--- config.mk ---
export PLATFORM = sky130hd
export DESIGN_NAME = fc_weight_feeder_flat
export DESIGN_NICKNAME = d
export VERILOG_FILES = /design/src/rtl/fc_weight_feeder_if.sv /design/src/rtl/fc_weight_feeder.sv /design/src/flat_wrapper.sv
export SDC_FILE = /design/constraint.sdc
export NUM_CORES = 1
export LEC_CHECK = 0
export ABC_CLOCK_PERIOD_IN_PS = 8300
export BUFFER_PORTS_ARGS = -buffer_cell sky130_fd_sc_hd__buf_4
export CELL_PAD_IN_SITES_DETAIL_PLACEMENT = 1
export CELL_PAD_IN_SITES_GLOBAL_PLACEMENT = 1
export CORE_ASPECT_RATIO = 0.7
export CORE_UTILIZATION = 35
export CTS_CLUSTER_SIZE = 20
export DETAILED_ROUTE_END_ITERATION = 8
export PLACE_DENSITY = 0.65
export SLEW_MARGIN = 20
export SYNTH_ARGS = -nofsm -noshare
export SYNTH_HDL_FRONTEND = slang
export SYNTH_SLANG_ARGS = --single-unit
--- constraint.sdc ---
create_clock -name clk -period 8.3 [get_ports clk]
set_input_delay 0.83 -clock clk [delete_from_list [all_inputs] [get_ports clk]]
set_output_delay 0.83 -clock clk [all_outputs]
set_load 0.01 [all_outputs]
--- src/rtl/fc_weight_feeder_if.sv ---
// -----------------------------------------------------------------------------
// fc_weight_feeder_if
// Bundles the weight-feeder handshake signals between the SPI loader / MAC
// engine side (master) and the feeder itself (slave).
//   wr_data/wr_valid/wr_ready : push side from the SPI loader
//   rd_busy/fifo_ready        : request level and one-cycle grant pulse
//   whh/whh_valid             : registered weight word and its strobe
//   clear                     : synchronous restart (new_cal)
//   level/done/overflow       : occupancy, pass-complete flag, sticky overflow
// -----------------------------------------------------------------------------
interface fc_weight_feeder_if #(
  parameter int QZ    = 16,
  parameter int LANES = 4,
  parameter int DEPTH = 16
);
  localparam int W     = QZ * LANES;
  localparam int LVL_W = $clog2(DEPTH) + 1;

  logic [W-1:0]     wr_data;
  logic             wr_valid;
  logic             wr_ready;
  logic             rd_busy;
  logic             fifo_ready;
  logic [W-1:0]     whh;
  logic             whh_valid;
  logic             clear;
  logic [LVL_W-1:0] level;
  logic             done;
  logic             overflow;

  modport master (
    output wr_data, wr_valid, rd_busy, clear,
    input  wr_ready, fifo_ready, whh, whh_valid, level, done, overflow
  );

  modport slave (
    input  wr_data, wr_valid, rd_busy, clear,
    output wr_ready, fifo_ready, whh, whh_valid, level, done, overflow
  );
endinterface

--- src/rtl/fc_weight_feeder.sv ---
// -----------------------------------------------------------------------------
// fc_weight_feeder
// Buffers weight words from the SPI loader in a DEPTH-word FIFO and hands them
// to the MAC engine one word per request. A request is the rd_busy level; each
// rising request yields exactly one grant (fifo_ready + whh_valid pulse with
// the word registered on whh). After hidden_size*hidden_size grants the block
// parks in DONE until clear.
// Ports:
//   clk, rst_n : clock, asynchronous active-low reset
//   bus        : fc_weight_feeder_if slave modport (see interface header)
// -----------------------------------------------------------------------------
module fc_weight_feeder #(
  parameter int QZ          = 16,
  parameter int LANES       = 4,
  parameter int DEPTH       = 16,
  parameter int hidden_size = 512
) (
  input  logic                clk,
  input  logic                rst_n,
  fc_weight_feeder_if.slave   bus
);
  localparam int W     = QZ * LANES;
  localparam int PTR_W = $clog2(DEPTH);
  localparam int LVL_W = PTR_W + 1;
  localparam int TOTAL = hidden_size * hidden_size;
  localparam int CNT_W = $clog2(TOTAL + 1);

  typedef enum logic [1:0] {IDLE, GRANT, WAIT_DROP, DONE} state_e;

  logic [W-1:0]     mem [DEPTH];

  state_e           state_q,      state_d;
  logic [PTR_W-1:0] wr_ptr_q,     wr_ptr_d;
  logic [PTR_W-1:0] rd_ptr_q,     rd_ptr_d;
  logic [LVL_W-1:0] level_q,      level_d;
  logic [CNT_W-1:0] cnt_q,        cnt_d;
  logic [W-1:0]     whh_q,        whh_d;
  logic             fifo_ready_q, fifo_ready_d;
  logic             whh_valid_q,  whh_valid_d;
  logic             done_q,       done_d;
  logic             overflow_q,   overflow_d;

  logic full;
  logic issue;
  logic push;
  logic drop;

  assign full  = (level_q == LVL_W'(DEPTH));
  // The pop happens on the edge that enters GRANT, so the popped word and the
  // reduced level are both visible during the GRANT cycle itself.
  assign issue = (state_q == IDLE) && bus.rd_busy && (level_q != '0) && !done_q;
  // A full FIFO still accepts a word when the same edge frees a slot.
  assign push  = bus.wr_valid && (!full || issue) && !bus.clear;
  assign drop  = bus.wr_valid && full && !issue;

  always_comb begin
    // NOTE: every signal gets its hold value first so no path leaves it
    // unassigned; otherwise synthesis infers a latch.
    state_d      = state_q;
    wr_ptr_d     = wr_ptr_q;
    rd_ptr_d     = rd_ptr_q;
    level_d      = level_q;
    cnt_d        = cnt_q;
    whh_d        = whh_q;
    fifo_ready_d = 1'b0;
    whh_valid_d  = 1'b0;
    done_d       = done_q;
    overflow_d   = overflow_q;

    unique case (state_q)
      IDLE: begin
        if (issue) begin
          state_d      = GRANT;
          whh_d        = mem[rd_ptr_q];
          rd_ptr_d     = rd_ptr_q + PTR_W'(1);
          cnt_d        = cnt_q + CNT_W'(1);
          fifo_ready_d = 1'b1;
          whh_valid_d  = 1'b1;
        end
      end
      GRANT: begin
        if (cnt_q == CNT_W'(TOTAL)) begin
          state_d = DONE;
          done_d  = 1'b1;
        end else begin
          state_d = WAIT_DROP;
        end
      end
      // Re-arm only after the request has gone low, so a held request is
      // served once.
      WAIT_DROP: if (!bus.rd_busy) state_d = IDLE;
      DONE:      state_d = DONE;
      default:   state_d = IDLE;
    endcase

    if (push) wr_ptr_d = wr_ptr_q + PTR_W'(1);

    unique case ({push, issue})
      2'b10:   level_d = level_q + LVL_W'(1);
      2'b01:   level_d = level_q - LVL_W'(1);
      default: level_d = level_q;
    endcase

    if (drop) overflow_d = 1'b1;

    // Restart wins over everything; whh deliberately keeps its last word.
    if (bus.clear) begin
      state_d      = IDLE;
      wr_ptr_d     = '0;
      rd_ptr_d     = '0;
      level_d      = '0;
      cnt_d        = '0;
      whh_d        = whh_q;
      fifo_ready_d = 1'b0;
      whh_valid_d  = 1'b0;
      done_d       = 1'b0;
      overflow_d   = 1'b0;
    end
  end

  // NOTE: sequential state is updated with non-blocking assignments so every
  // flop samples the pre-edge values regardless of statement order.
  always_ff @(posedge clk or negedge rst_n) begin
    if (!rst_n) begin
      state_q      <= IDLE;
      wr_ptr_q     <= '0;
      rd_ptr_q     <= '0;
      level_q      <= '0;
      cnt_q        <= '0;
      whh_q        <= '0;
      fifo_ready_q <= 1'b0;
      whh_valid_q  <= 1'b0;
      done_q       <= 1'b0;
      overflow_q   <= 1'b0;
    end else begin
      state_q      <= state_d;
      wr_ptr_q     <= wr_ptr_d;
      rd_ptr_q     <= rd_ptr_d;
      level_q      <= level_d;
      cnt_q        <= cnt_d;
      whh_q        <= whh_d;
      fifo_ready_q <= fifo_ready_d;
      whh_valid_q  <= whh_valid_d;
      done_q       <= done_d;
      overflow_q   <= overflow_d;
    end
  end

  // NOTE: the storage array has no reset; zeroed pointers and level make its
  // contents unreachable, and leaving it unreset lets it map to RAM.
  always_ff @(posedge clk) begin
    if (push) mem[wr_ptr_q] <= bus.wr_data;
  end

  assign bus.wr_ready   = !full;
  assign bus.fifo_ready = fifo_ready_q;
  assign bus.whh        = whh_q;
  assign bus.whh_valid  = whh_valid_q;
  assign bus.level      = level_q;
  assign bus.done       = done_q;
  assign bus.overflow   = overflow_q;
endmodule

--- src/flat_wrapper.sv ---
// flat-port wrapper written by rule: the top's interface ports become plain ports
module fc_weight_feeder_flat 
#(
  parameter int QZ          = 16,
  parameter int LANES       = 4,
  parameter int DEPTH       = 16,
  parameter int hidden_size = 512
)
  (clk, rst_n, bus_wr_data, bus_wr_valid, bus_rd_busy, bus_clear, bus_wr_ready, bus_fifo_ready, bus_whh, bus_whh_valid, bus_level, bus_done, bus_overflow);
  fc_weight_feeder_if #(.QZ(QZ), .LANES(LANES), .DEPTH(DEPTH)) bus_i ();
  input  logic clk;
  input  logic rst_n;
  input wire logic [$bits(bus_i.wr_data)-1:0] bus_wr_data;
  input wire logic [$bits(bus_i.wr_valid)-1:0] bus_wr_valid;
  input wire logic [$bits(bus_i.rd_busy)-1:0] bus_rd_busy;
  input wire logic [$bits(bus_i.clear)-1:0] bus_clear;
  output wire logic [$bits(bus_i.wr_ready)-1:0] bus_wr_ready;
  output wire logic [$bits(bus_i.fifo_ready)-1:0] bus_fifo_ready;
  output wire logic [$bits(bus_i.whh)-1:0] bus_whh;
  output wire logic [$bits(bus_i.whh_valid)-1:0] bus_whh_valid;
  output wire logic [$bits(bus_i.level)-1:0] bus_level;
  output wire logic [$bits(bus_i.done)-1:0] bus_done;
  output wire logic [$bits(bus_i.overflow)-1:0] bus_overflow;
  assign bus_i.wr_data = bus_wr_data;
  assign bus_i.wr_valid = bus_wr_valid;
  assign bus_i.rd_busy = bus_rd_busy;
  assign bus_i.clear = bus_clear;
  assign bus_wr_ready = bus_i.wr_ready;
  assign bus_fifo_ready = bus_i.fifo_ready;
  assign bus_whh = bus_i.whh;
  assign bus_whh_valid = bus_i.whh_valid;
  assign bus_level = bus_i.level;
  assign bus_done = bus_i.done;
  assign bus_overflow = bus_i.overflow;
  fc_weight_feeder #(.QZ(QZ), .LANES(LANES), .DEPTH(DEPTH), .hidden_size(hidden_size)) u_core (.clk(clk), .rst_n(rst_n), .bus(bus_i));
endmodule
Word-level counts from Yosys, hierarchy flattened
Memories as Yosys holds them, arrays and structs flattened. A register that Yosys moved wholly into a read port is not among the register bits.
Index checks and enable logic that the tools add are counted.
{"block": "op_classes", "addsub": 5, "n_mul": 0, "n_div": 0, "magnitude_cmp": 0, "eq_ne": 9, "n_shift": 0, "n_mux": 25, "bitwise": 1, "n_reduce_logical": 26}
{"cell": "2-to-1 mux 19 bit", "n": 3}
{"cell": "2-to-1 mux 4 bit", "n": 5}
{"cell": "adder 19 x 1 -> 19 bit, second input constant", "n": 1}
{"cell": "== test 19 bit, second input constant", "n": 1}
{"cell": "nonzero test 2 bit", "n": 6}
{"cell": "2-to-1 mux 1 bit", "n": 11}
{"cell": "one-hot mux 5 bit (2 select lines)", "n": 1}
{"cell": "adder 4 x 1 -> 4 bit, second input constant", "n": 2}
{"cell": "one-hot mux 2 bit (4 select lines)", "n": 1}
{"cell": "logical AND 1 bit", "n": 7}
{"cell": "== test 2 bit, second input constant", "n": 3}
{"cell": "2-to-1 mux 2 bit", "n": 3}
{"cell": "AND reduction 2 bit", "n": 3}
{"cell": "adder 5 x 1 -> 5 bit, second input constant", "n": 1}
{"cell": "== test 5 bit, second input constant", "n": 1}
{"cell": "logical NOT 1 bit", "n": 5}
{"cell": "2-to-1 mux 5 bit", "n": 1}
{"cell": "nonzero test 5 bit", "n": 1}
{"cell": "subtractor 5 x 1 -> 5 bit, second input constant", "n": 1}
{"cell": "== test 2 x 1 -> 1 bit, second input constant", "n": 2}
{"cell": "inequality test 3 x 2 -> 1 bit, second input constant", "n": 1}
{"cell": "inequality test 3 bit, second input constant", "n": 1}
{"cell": "AND reduction 3 bit", "n": 1}
{"cell": "nonzero test 3 bit", "n": 1}
{"cell": "other kinds (3)", "n": 3}
{"block": "totals", "ff_bits": 37, "latchBits": 0, "ram_bits": 1024, "mem_bits_ro": 0, "inputBits": 69, "out_inout_bits": 74, "n_memories": 1}
{"memory": "u_core.mem", "depth": 16, "word_bits": 64, "rd": 1, "rd_ports_with_merged_regs": 1, "wr": 1, "line_no": "fc_weight_feeder.sv:30", "rtl": "logic [W-1:0] mem [DEPTH];"}

Longest topological paths before layout
{"block": "depth", "word_depth": 10, "depth_mapped": 11}

Worst setup path before layout
OpenSTA, ideal clock, no wires.
{"block": "synth_path", "kind": "input-to-reg", "from": "input port bus_rd_busy", "to": "memory u_core.mem[9][0] (netlist name), enable pin", "setup_time_ns": 0.578, "t_arrival_ns": 6.620, "setup_slack_ns": 1.102, "path_stages": 4, "n_path_buf": 0, "cell_sequence": "or4b_4 > a31oi_1 > nand3b_1 > nor3b_1"}
{"block": "synth_via", "elab_chain_cells": 8}
{"item": "from (decl)", "line_no": "flat_wrapper.sv:15", "rtl": "input wire logic [$bits(bus_i.rd_busy)-1:0] bus_rd_busy;"}
{"item": "logical AND 1 bit (3 in series)", "line_no": "fc_weight_feeder.sv:51", "rtl": "assign issue = (state_q == IDLE) && bus.rd_busy && (level_q != '0) && !done_q;"}
{"item": "logical OR 1 bit", "line_no": "fc_weight_feeder.sv:53", "rtl": "assign push = bus.wr_valid && (!full || issue) && !bus.clear;"}
{"item": "logical AND 1 bit (2 in series)", "line_no": "fc_weight_feeder.sv:53"}
{"item": "2-to-1 mux 1 bit", "line_no": "fc_weight_feeder.sv:152", "rtl": "if (push) mem[wr_ptr_q] <= bus.wr_data;"}
{"item": "2-to-1 mux 1 bit (implied by the code)", "line_no": "fc_weight_feeder.sv:152"}
{"item": "to (decl)", "line_no": "fc_weight_feeder.sv:30"}
No other way between the ends.

Worst setup path after layout
{"block": "layout_path", "from": "register u_core.state_q[1]", "to": "memory u_core.mem[13][53] (netlist name), enable pin"}
{"block": "layout_via", "elab_chain_cells": 9}
{"item": "from (decl)", "line_no": "fc_weight_feeder.sv:32", "rtl": "state_e state_q, state_d;"}
{"item": "from (signal assigned)", "line_no": "fc_weight_feeder.sv:136", "rtl": "state_q <= state_d;"}
{"item": "logical NOT 2 bit", "line_no": "fc_weight_feeder.sv:51"}
{"item": "logical AND 1 bit (3 in series)", "line_no": "fc_weight_feeder.sv:51"}
{"item": "logical OR 1 bit", "line_no": "fc_weight_feeder.sv:53"}
{"item": "logical AND 1 bit (2 in series)", "line_no": "fc_weight_feeder.sv:53"}
{"item": "2-to-1 mux 1 bit", "line_no": "fc_weight_feeder.sv:152"}
{"item": "2-to-1 mux 1 bit (implied by the code)", "line_no": "fc_weight_feeder.sv:152"}
No other way between the ends.

==> metrics.md <==
| Metric | Value |
|---|---|
| Vias in the first global route | `approximately 22000` |
| Max Clock Freq | `244 MHz` |
| Finished Cell Area | `roughly 0.050 mm2` |
| RSZ-0062 raised after global routing | `false` |
| Setup Buffers After CTS | `0` |
| Fillers | `between 10000 and 15000` |
| Post-synth ARST share | `8.98%` |
| Clk_lat worst skew | `roughly 700 ps` |
| Share of layout cells above drive strength 1 | `between 30% and 40%` |
| Netlist cell types | `~50` |
| Via-to-Cell Ratio | `roughly 5.3` |
| Die ar. | `0.126 mm2` |
| Worst slew pin tran | `1190 ps` |
| CTS Buf Count | `about 110` |
| Crit Path Category | `reg2reg` |
| Final Hold Viols | `0` |
| CP startpoint kind | `flip-flop` |
| Initial DRC Count | `~1600` |
| Synthesized flop and latch total | `1125` |
| Mean post-synth cell area | `around 22 um2` |
| Hold WC Path Type | `in2async` |
| Routed length per instance | `~27 um` |
| Antenna-violating nets left | `0` |
| Critical Path RT | `approximately 8600 ps` |
| CTS root buf | `clkbuf_16` |
| Failing checks | `DRC` |
| Mapped Area | `0.0435 mm2` |
| Top_reg_cell synth | `edfxtp_1` |
| Switching part of the total | `about a quarter` |
| Clock slew at reported path FFs | `approximately 60 ps` |
| Clock buffer depth | `3` |
| CTS tree | `yes` |
| Largest net degree at the start of global routing | `150` |
| Area delta synth->final | `14.8%` |
| Pint | `around 0.010 W` |
| Clock power share | `35.2%` |
| Placer congestion estimate | `approximately 0.70` |
| Status | `finished with violations` |
| Net count, final | `around 2300` |
| Worst VDD drop | `175 uV` |
| First-pass GRT wire length | `approximately 150000 um` |
| Hold Slack | `approximately 120 ps` |
| Detail Placement HPWL | `55300 um` |
| Mapped Nets | `approximately 2100` |
| Flop pwr share | `between 40% and 50%` |
| Crit-path max FO | `46` |
| Sum Neg Setup Slack | `0 ps` |
| All-Layer GR Usage | `16.7%` |
| Commonest non-fill, non-tap cell in the layout | `edfxtp_1` |
| Placed inst area | `0.0465 mm2` |
| Max_cap viols | `0` |
| DRC | `12` |
| Sequential fraction of the synthesis area | `between 70% and 80%` |
| Crit path largest cell delay | `slightly below 900 ps` |
| Critical Path AT | `around 4400 ps` |
| Post-synth EDFFs | `around 1000` |
| Synth Warn # | `0` |
| Die H | `297 um` |
| Combinational power share | `between 10% and 20%` |
| Sum of buffers and inverters on the critical path | `1` |
| CP Capture Type | `flip-flop` |
| Final worst path period need | `about 4100 ps` |
| Final Cycle Share | `between 40 and 50%` |
| Cts hold-fix bufs | `0` |
| Commonest non-fill, non-tap cells in the layout | `edfxtp_1, mux4_2, buf_4, clkbuf_16, nor2_1` |
| Net Sw Power | `0.00356 W` |
| Final setup vio count | `0` |
| Initial antenna violation count | `7` |
| Final WL | `roughly 110000 um` |
| Power Density | `275 mW/mm2` |
| GRT overflow | `0` |
| Vias post-DR | `a little over 20000` |
| IO Pins | `143` |
| Total core area | `~0.12 mm2` |
| IO buf count | `roughly 140` |
| Clk_skew | `roughly 27 ps` |
| CP top delay family | `simple AND/OR/NAND/NOR gates` |
| Worst path cell trace | `or4b_4 > a31oi_1 > nand3b_1 > nor2_4 > buf_4` |
| DR pass1 iterations | `7` |
| Chip Width | `~420 um` |
| Final max-slew violation count | `0` |
| Post-layout util | `between 40% and 50%` |
| Row count | `107` |
| CTS H-tree depth | `3` |
| Clock Sinks | `~1100` |
| Rel. slew slack | `20.7%` |
| Worst path slowest cell | `buf_4` |
| Cts repair resizes | `0` |
| Initial core utilization | `between 30% and 40%` |
| Cells after Synth | `around 2000` |
| P_leak | `around 15 nW` |
[layout make-up]
type / count / area (um2) / area share, %
Clock inverter: 48 / 482 / 0.964
Clock buffer: 152 / 2990 / 5.99
Sequential cell: 1125 / 33300 / 66.6
Antenna cell: 3 / 7.51 / 0.0150
Tap cell: 1635 / 2050 / 4.09
Timing Repair Buffer: 176 / 1380 / 2.77
Inverter: 9 / 36.3 / 0.0726
Multi-Input combinational cell: 756 / 9740 / 19.5
[through the flow]
step / setup slack (ps) / total power (W) / instances
finish: 4190 / 0.0137 / 3904
global route: 3860 / 0.0143 / 3902
CTS: 4000 / 0.0139 / 3901
detailed placement: 3650 / 0.00909 / 3701
global placement: 3780 / 0.00905 / 3700
floorplan: 1100 / 0.00821 / 2011
[sequential cells by signal, summed over array words and instances (netlist names)]
| register | cells |
|---|---|
| u_core.mem | 1024 |
| u_core.bus.done | 1 |
| u_core.bus.whh | 64 |
| u_core.rd_ptr_q | 4 |
| u_core.bus.level | 5 |
| u_core.bus.fifo_ready | 1 |
| u_core.state_q | 2 |
| u_core.cnt_q | 19 |
| u_core.bus.overflow | 1 |
| u_core.wr_ptr_q | 4 |
[power by group through the flow]
stage	logic [W]	clock network [W]	registers (W)
after floorplan	0.00149	0	0.00672
after global placement	0.00225	0	0.00680
after detailed placement	0.00229	0	0.00681
after CTS	0.00230	0.00495	0.00669
after global routing	0.00243	0.00513	0.00671
final	0.00224	0.00483	0.00667
[metal layers]
| layer | vias to the layer above | track usage (%) | share of wire, % |
|---|---|---|---|
| li1 | 8724 | - | - |
| met4 | 6 | 3.55 | 1.7 |
| met1 | 11300 | 23.2 | 44 |
| met3 | 135 | 3.23 | 5.2 |
| met5 | - | 0 | 0.037 |
| met2 | 499 | 27.3 | 49 |
[cell families (layout without fill, tap and decap cells)]
group / count (synthesis) / count (layout) / share of synthesized area (%)
xor gates and xnor gates: 26 / 26 / 0.523
AOI/OAI and AO/OA: 152 / 152 / 3.59
DFF: 1125 / 1125 / 76.4
other: 0 / 3 / 0
muxes: 326 / 326 / 14.9
buffers and inverters: 130 / 385 / 1.42
adders and majority gates: 9 / 9 / 0.259
and+or+nand+nor: 243 / 243 / 2.94
[synthesized netlist by cell type, types with 2 or more instances]
| cell | n | share of area [%] |
|---|---|---|
| a31oi_1 | 4 | 0.057 |
| a2111oi_2 | 60 | 2.1 |
| nand2b_1 | 2 | 0.029 |
| mux4_2 | 256 | 13 |
| nor4b_1 | 4 | 0.080 |
| nor2b_1 | 67 | 0.96 |
| buf_4 | 4 | 0.069 |
| and3_1 | 11 | 0.16 |
| dfrtp_1 | 101 | 5.8 |
| nand2_1 | 18 | 0.16 |
| nand3_1 | 4 | 0.046 |
| nor3b_1 | 4 | 0.069 |
| nor3_1 | 5 | 0.057 |
| buf_1 | 4 | 0.034 |
| o21ai_0 | 5 | 0.057 |
| a2111oi_0 | 4 | 0.080 |
| xnor2_1 | 17 | 0.34 |
| or4_1 | 2 | 0.034 |
| ha_1 | 9 | 0.26 |
| edfxtp_1 | 1024 | 71 |
| nor4_1 | 5 | 0.072 |
| buf_6 | 7 | 0.18 |
| buf_2 | 50 | 0.57 |
| xor2_1 | 9 | 0.18 |
| nor2_1 | 100 | 0.86 |
| a211oi_1 | 65 | 1.1 |
| clkbuf_1 | 56 | 0.48 |
| mux2_2 | 2 | 0.052 |
| mux2i_1 | 67 | 1.5 |
| a21oi_1 | 8 | 0.092 |
| and4_1 | 5 | 0.10 |
| nand4_1 | 8 | 0.11 |
| inv_1 | 8 | 0.069 |
[final timing paths]
| kind | startpoint | to | slack, ps | cells after the start |
|---|---|---|---|---|
| worst max register to register | u_core.state_q[1] | u_core.mem[13][53] | 4190 | 5 |
| worst min-delay path | rst_n | u_core.rd_ptr_q[3] | 120 | 1 |
| max in group asynchronous | rst_n | u_core.rd_ptr_q[0] | 6710 | 2 |
| worst max-delay path | u_core.state_q[1] | u_core.mem[13][53] | 4190 | 5 |
| min in group clk | bus_rd_busy | u_core.state_q[1] | 400 | 3 |
| worst min register to register | u_core.bus.overflow | u_core.bus.overflow | 550 | 2 |
Power figures use the tool's default switching activity.
